### src/rtl/zint_mc_if.sv
// Bus bundle between the Z80-side host logic and the zint_mc interrupt controller.
// The master side drives strobes, requests and CPU cycle signals; the slave side is the controller.
interface zint_mc_if #(
  parameter int CHANNELS = 4,
  parameter int CTR_W    = 10
);
  logic                zpos;
  logic                zneg;
  logic [CHANNELS-1:0] int_req;
  logic [CHANNELS-1:0] int_en;
  logic [CTR_W-1:0]    pulse_len;
  logic [7:0]          vec_base;
  logic                iorq_n;
  logic                m1_n;
  logic                int_n;
  logic [7:0]          int_vec;
  logic                int_vec_oe;
  logic [CHANNELS-1:0] int_ack;
  logic [CHANNELS-1:0] int_miss;

  modport master (
    output zpos, zneg, int_req, int_en, pulse_len, vec_base, iorq_n, m1_n,
    input  int_n, int_vec, int_vec_oe, int_ack, int_miss
  );

  modport slave (
    input  zpos, zneg, int_req, int_en, pulse_len, vec_base, iorq_n, m1_n,
    output int_n, int_vec, int_vec_oe, int_ack, int_miss
  );
endinterface

### src/rtl/zint_mc.sv
// Multi-channel Z80 IM2 interrupt controller: per-channel pending latches, fixed priority,
// timed INT pulse with acknowledge/vector phase and timeout (miss) reporting.
module zint_mc #(
  parameter int CHANNELS = 4,
  parameter int CTR_W    = 10
) (
  input logic       fclk,
  input logic       rst,
  zint_mc_if.slave  bus
);

  typedef enum logic [1:0] {IDLE, ASSERT, ACKWAIT} state_t;

  state_t              r_state;
  logic [CHANNELS-1:0] r_pend;
  logic [2:0]          r_chan;
  logic [CTR_W-1:0]    r_ctr;
  logic                r_int_n;
  logic [7:0]          r_vec;
  logic                r_vec_oe;
  logic [CHANNELS-1:0] r_ack;
  logic [CHANNELS-1:0] r_miss;

  logic [2:0]          w_first;
  logic [CHANNELS-1:0] w_chan_oh;
  logic [CHANNELS-1:0] w_set;
  logic [CHANNELS-1:0] w_clr;
  logic [CTR_W-1:0]    w_limit;
  logic                w_ack_cond;
  logic                w_chan_en;
  logic                w_timeout;
  logic                w_unused_zpos;

  // zpos is part of the bus for pin compatibility only.
  assign w_unused_zpos = bus.zpos;

  // NOTE: every always_comb output gets a default first so no latch is inferred.
  always_comb begin
    w_first   = '0;
    w_chan_oh = '0;
    for (int i = CHANNELS - 1; i >= 0; i--) begin
      if (r_pend[i]) w_first = 3'(i);
    end
    for (int i = 0; i < CHANNELS; i++) begin
      w_chan_oh[i] = (r_chan == 3'(i));
    end
  end

  assign w_set      = bus.int_req & bus.int_en;
  assign w_ack_cond = !bus.iorq_n && !bus.m1_n && bus.zneg;
  assign w_chan_en  = |(bus.int_en & w_chan_oh);
  // A zero pulse length is treated as one cycle.
  assign w_limit    = (bus.pulse_len == '0) ? '0 : bus.pulse_len - CTR_W'(1);
  assign w_timeout  = (r_ctr == w_limit);

  always_comb begin
    w_clr = '0;
    if (r_state == ASSERT && w_chan_en && (w_ack_cond || w_timeout)) w_clr = w_chan_oh;
  end

  // NOTE: sequential state uses non-blocking assignments only.
  always_ff @(posedge fclk) begin
    if (rst) begin
      r_state  <= IDLE;
      r_pend   <= '0;
      r_chan   <= '0;
      r_ctr    <= '0;
      r_int_n  <= 1'b1;
      r_vec    <= '0;
      r_vec_oe <= 1'b0;
      r_ack    <= '0;
      r_miss   <= '0;
    end else begin
      r_ack  <= '0;
      r_miss <= '0;
      // Set beats clear; a disabled channel drops its request regardless.
      r_pend <= ((r_pend & ~w_clr) | w_set) & bus.int_en;
      case (r_state)
        IDLE: begin
          if (|r_pend) begin
            r_chan  <= w_first;
            r_ctr   <= '0;
            r_int_n <= 1'b0;
            r_state <= ASSERT;
          end
        end
        ASSERT: begin
          if (!w_chan_en) begin
            r_int_n <= 1'b1;
            r_state <= IDLE;
          end else if (w_ack_cond) begin
            r_int_n  <= 1'b1;
            r_vec    <= {bus.vec_base[7:4], r_chan, bus.vec_base[0]};
            r_vec_oe <= 1'b1;
            r_ack    <= w_chan_oh;
            r_state  <= ACKWAIT;
          end else if (w_timeout) begin
            r_int_n <= 1'b1;
            r_miss  <= w_chan_oh;
            r_state <= IDLE;
          end else if (r_ctr != '1) begin
            r_ctr <= r_ctr + CTR_W'(1);
          end
        end
        ACKWAIT: begin
          if (bus.iorq_n && bus.m1_n) begin
            r_vec_oe <= 1'b0;
            r_state  <= IDLE;
          end
        end
        default: r_state <= IDLE;
      endcase
    end
  end

  assign bus.int_n      = r_int_n;
  assign bus.int_vec    = r_vec;
  assign bus.int_vec_oe = r_vec_oe;
  assign bus.int_ack    = r_ack;
  assign bus.int_miss   = r_miss;

endmodule

### src/flat_wrapper.sv
// flat-port wrapper written by rule: the top's interface ports become plain ports
module zint_mc_flat 
#(
  parameter int CHANNELS = 4,
  parameter int CTR_W    = 10
)
  (fclk, rst, bus_zpos, bus_zneg, bus_int_req, bus_int_en, bus_pulse_len, bus_vec_base, bus_iorq_n, bus_m1_n, bus_int_n, bus_int_vec, bus_int_vec_oe, bus_int_ack, bus_int_miss);
  zint_mc_if #(.CHANNELS(CHANNELS), .CTR_W(CTR_W)) bus_i ();
  input logic fclk;
  input logic rst;
  input wire logic [$bits(bus_i.zpos)-1:0] bus_zpos;
  input wire logic [$bits(bus_i.zneg)-1:0] bus_zneg;
  input wire logic [$bits(bus_i.int_req)-1:0] bus_int_req;
  input wire logic [$bits(bus_i.int_en)-1:0] bus_int_en;
  input wire logic [$bits(bus_i.pulse_len)-1:0] bus_pulse_len;
  input wire logic [$bits(bus_i.vec_base)-1:0] bus_vec_base;
  input wire logic [$bits(bus_i.iorq_n)-1:0] bus_iorq_n;
  input wire logic [$bits(bus_i.m1_n)-1:0] bus_m1_n;
  output wire logic [$bits(bus_i.int_n)-1:0] bus_int_n;
  output wire logic [$bits(bus_i.int_vec)-1:0] bus_int_vec;
  output wire logic [$bits(bus_i.int_vec_oe)-1:0] bus_int_vec_oe;
  output wire logic [$bits(bus_i.int_ack)-1:0] bus_int_ack;
  output wire logic [$bits(bus_i.int_miss)-1:0] bus_int_miss;
  assign bus_i.zpos = bus_zpos;
  assign bus_i.zneg = bus_zneg;
  assign bus_i.int_req = bus_int_req;
  assign bus_i.int_en = bus_int_en;
  assign bus_i.pulse_len = bus_pulse_len;
  assign bus_i.vec_base = bus_vec_base;
  assign bus_i.iorq_n = bus_iorq_n;
  assign bus_i.m1_n = bus_m1_n;
  assign bus_int_n = bus_i.int_n;
  assign bus_int_vec = bus_i.int_vec;
  assign bus_int_vec_oe = bus_i.int_vec_oe;
  assign bus_int_ack = bus_i.int_ack;
  assign bus_int_miss = bus_i.int_miss;
  zint_mc #(.CHANNELS(CHANNELS), .CTR_W(CTR_W)) u_core (.fclk(fclk), .rst(rst), .bus(bus_i));
endmodule
### config.mk
export PLATFORM = sky130hd
export DESIGN_NAME = zint_mc_flat
export DESIGN_NICKNAME = d
export VERILOG_FILES = /design/src/rtl/zint_mc_if.sv /design/src/rtl/zint_mc.sv /design/src/flat_wrapper.sv
export SDC_FILE = /design/constraint.sdc
export NUM_CORES = 1
export LEC_CHECK = 0
export CORE_UTILIZATION = 40
export CTS_CLUSTER_DIAMETER = 200
export CTS_CLUSTER_SIZE = 24
export DETAILED_ROUTE_END_ITERATION = 16
export GPL_TIMING_DRIVEN = 0
export PLACE_DENSITY = 0.67
export SETUP_SLACK_MARGIN = 0.05
export SYNTH_ARGS = -nofsm -noshare
export SYNTH_HDL_FRONTEND = slang
export SYNTH_SLANG_ARGS = --single-unit
### constraint.sdc
create_clock -name fclk -period 3.75 [get_ports fclk]
set_input_delay 0.9375 -clock fclk [delete_from_list [all_inputs] [get_ports fclk]]
set_output_delay 0.9375 -clock fclk [all_outputs]
set_load 0.02 [all_outputs]
==> key figures <==
Floorplanning
  – Die X: between 70 and 80 µm
  – DIE AREA: 0.00516 mm²
  – Initial Util: 0.415
  – Placeable Area: between 0.004 and 0.005 mm²
  – Rows: 25
  – Die H: 71.8 µm
  – # IOs: 50

CTS
  – Reg clk slew, reported paths: 0.07 ns
  – # clock sinks: 35
  – TritonCTS clock tree: built
  – Clock Tree Buf Depth: 2
  – Cts bufs inserted: 5
  – Clock Latency Late Sink: 0.28 ns
  – H-tree depth: 2
  – CTS Root Cell: clkbuf_8

Timing
  – Worst Slack Setup Final: 0.179 ns
  – RSZ-0062 raised after global routing: no
  – Final number of hold-violating endpoints: 0
  – Worst-margin pin slew: 0.844 ns
  – Period minus WS final: 3.57 ns
  – Max-Slew Margin vs Limit: 0.436
  – Hold_ws: 0.494 ns
  – Final setup violation count: 0
  – Fin crit share: 0.952
  – Max Fclk: around 280 MHz
  – Final Slew Violations: 0
  – Setup TNS: 0 ns
  – Worst Skew: 0.00517 ns

Setup path
  – Top cell family by delay on the critical path: simple AND/OR/NAND/NOR gates
  – Worst Setup SP: bus_pulse_len[0]
  – Worst-path fanout max: 7
  – Reg2reg setup slack: 1.22 ns
  – Stages on the worst setup path: 13
  – Crit Reg-Reg Startpoint: u_core.r_chan[1]$_SDFFE_PP0P_
  – CP Buf/Inv Count: 3
  – WS Path Type: input pin to flop
  – Reg2reg end: u_core.r_ctr[5]$_SDFFE_PP0P_
  – Worst reg2reg path depth: 9
  – Worst setup SP type: input pin
  – Worst Path Arrival: around 3.8 ns
  – Critical Path RT: slightly below 4 ns
  – CP cell instances: clkbuf_2 -> inv_2 -> ha_4 -> or4b_4 -> or4_4 -> a21oi_2 -> a31oi_2 -> and4_4 -> a21oi_4 -> a32oi_4 -> buf_6 -> or3_1 -> a21oi_1
  – CP max stage delay: roughly 0.51 ns
  – Endpoint kind of the worst setup timing path: flop
  – Setup crit end: u_core.r_ctr[7]$_SDFFE_PP0P_
  – Slowest CP cell: or4_4

Drt
  – Vias: 1860
  – Via-to-Cell Ratio: ~5.4
  – Drt total wl: about 4600 µm
  – Post-DRT Antenna Nets: 0
  – First-pass DRT Iterations: 4
  – Post-DR wirelength/cell: about 13 µm
  – Iter 0 DRT Violations: roughly 110
  – DR DRC count: 0

Synth
  – Sequential area share after synthesis: 0.359
  – Netlist Area Pre-Place: 0.00195 mm²
  – Syn Nets: ~270
  – FF+latch count, synth: 35
  – Synth cell types: 57
  – Main combinational cell family by area after synthesis: simple AND/OR/NAND/NOR gates
  – Ys flop type: dfxtp_1
  – Post-synth EDFFs: 0
  – Post-synthesis simple-gate area fraction: 0.282
  – Post-synthesis xor/xnor area fraction: 0.0359
  – FFs w/ async S/R, synth: 0
  – Mux contribution to synthesized area: 0.0642
  – Synth Area in Compound Gates: 0.187
  – Synthesized instance count: 237
  – YS warnings: 0
  – Avg Cell Area, Syn: 8.23 µm²
  – Post-Synth Adder-Cell Area: 0.0128

Power
  – Total power: 843 µW
  – IR drop worst, VDD: 0.000296 V
  – Cell Pwr Density: 324 mW/mm²
  – Pleak: ~0.001 µW

Run status
  – Status: finished clean

Placement
  – Worst slack at placement: -0.723 ns
  – GP Congestion: 0.797
  – Port Buffer Count: 39
  – HPWL Detailed: 3380 µm

Final layout
  – Sequential cell area: between 700 and 800 µm²
  – Commonest non-fill, non-tap cells in the layout: clkdlybuf4s50_1 (37), dfxtp_1 (35), nor2_1 (23), a21oi_1 (18), nand2_1 (17)
  – Antenna Diode Count: 0
  – Area Overhead vs Synth: 33.2%
  – Proportion of layout cells with a drive suffix above 1: 0.132
  – NumNets Final: 321
  – Commonest non-fill, non-tap cell in the layout: clkdlybuf4s50_1
  – Multi-input gate area: around 0.0012 mm²
  – Fill count: 469

Run
  – Max-cap violations: 0

Global route
  – GRT Max-Usage Layer: met2
  – GR Util met3: 0.0436
  – Vias in the first global route: 1650
  – Grt met1 use: 0.258
  – Initial antenna violation count: 0
  – Largest net degree at the start of global routing: 11
  – First-pass GRT wire length: 7570 µm
  – GRT Total Usage: 0.183
  – Overflow after GRT: 0
  – GR Util met2: 0.283

Hold path
  – Hold Crit Start: u_core.r_pend[2]$_SDFF_PP0_
  – Hold Crit Class: flop to flop
[worst register-to-register path: stages (launching register included)]
cell and delay, ns:
dfxtp_1 0.31, clkbuf_1 0.33, mux4_2 0.58, and3_1 0.19
clkbuf_1 0.20, a32oi_4 0.36, buf_6 0.16, buf_4 0.10
o21ai_0 0.08, a21oi_1 0.14
[layer usage]
| metal | vias to the layer above | share of wire |
|---|---|---|
| met3 | 2 | 0.036 |
| met1 | 873 | 0.50 |
| met5 | - | 0 |
| li1 | 949 | - |
| met4 | 0 | 0.0041 |
| met2 | 36 | 0.46 |
[registers in the layout (all words and copies together), names as in the netlist]
name and flops:
u_core.r_state 2, u_core.bus.int_vec 7, u_core.bus.int_n 1, u_core.bus.int_ack 4
u_core.r_pend 4, u_core.bus.int_miss 4, u_core.r_chan 2, u_core.bus.int_vec_oe 1
u_core.r_ctr 10
[report_power, final]
part / switching (µW) / total (µW) / internal [µW]
Sequential: 6.37 / 387 / 381
Clock: 125 / 292 / 168
Combinational: 86.0 / 164 / 77.5
[cell families after synthesis]
logic type / after synthesis
AND/OR/NAND/NOR: 100
XOR/XNOR: 8
buffers and inverters: 24
AO/OA/AOI/OAI: 56
other: 1
multiplexers: 11
adder cells (fa/ha/maj): 2
flip-flops: 35
[Yosys cell counts (8+ instances only)]
master    instances  area share
a21oi_1          18       0.046
clkbuf_1         10       0.019
dfxtp_1          35        0.36
inv_1             9       0.017
mux2i_1           8       0.041
nand2_1          17       0.033
nand3_1           9       0.023
nor2_1           23       0.044
nor3_1            8       0.021
o21ai_0          16       0.041
or3_1             8       0.026
[through the flow]
step | cells | cell area [µm²] | utilization
after global routing | 342 | 2600 | 0.554
after floorplan | 237 | 1950 | -
final | 342 | 2600 | 0.554
after global placement | 330 | 2410 | 0.513
after CTS | 339 | 2550 | 0.543
after detailed placement | 330 | 2410 | 0.513
[worst min-delay path by stage]
stage | depth (start not counted) | end | slack, ns
final | 2 | u_core.r_pend[2]$_SDFF_PP0_ | 0.49
after detailed placement | 1 | u_core.r_state[0]$_SDFFE_PP0P_ | 0.48
after global routing | 1 | u_core.r_state[0]$_SDFFE_PP0P_ | 0.51
after global placement | 1 | u_core.r_state[0]$_SDFFE_PP0P_ | 0.47
after CTS | 1 | u_core.r_state[0]$_SDFFE_PP0P_ | 0.49
after floorplan | 1 | u_core.r_state[0]$_SDFFE_PP0P_ | 0.45
[cell type report]
class / instances / share of cell area
multi-input combinational: 178 / 0.466
sequential: 35 / 0.270
timing repair buffer: 43 / 0.157
clock buffer: 8 / 0.0385
buffer: 15 / 0.0299
tap: 54 / 0.0260
inverter: 9 / 0.0130
[what timing repair did]
item,4_1_cts,5_1_grt
endpoints found under the setup margin,16,16
gates cloned,0,1
endpoints found under the hold margin,0,0
setup buffers,1,2
resized for setup,9,9
pin swaps,2,3
hold buffers,0,0
Note: power is estimated with default switching activity, not from simulation.
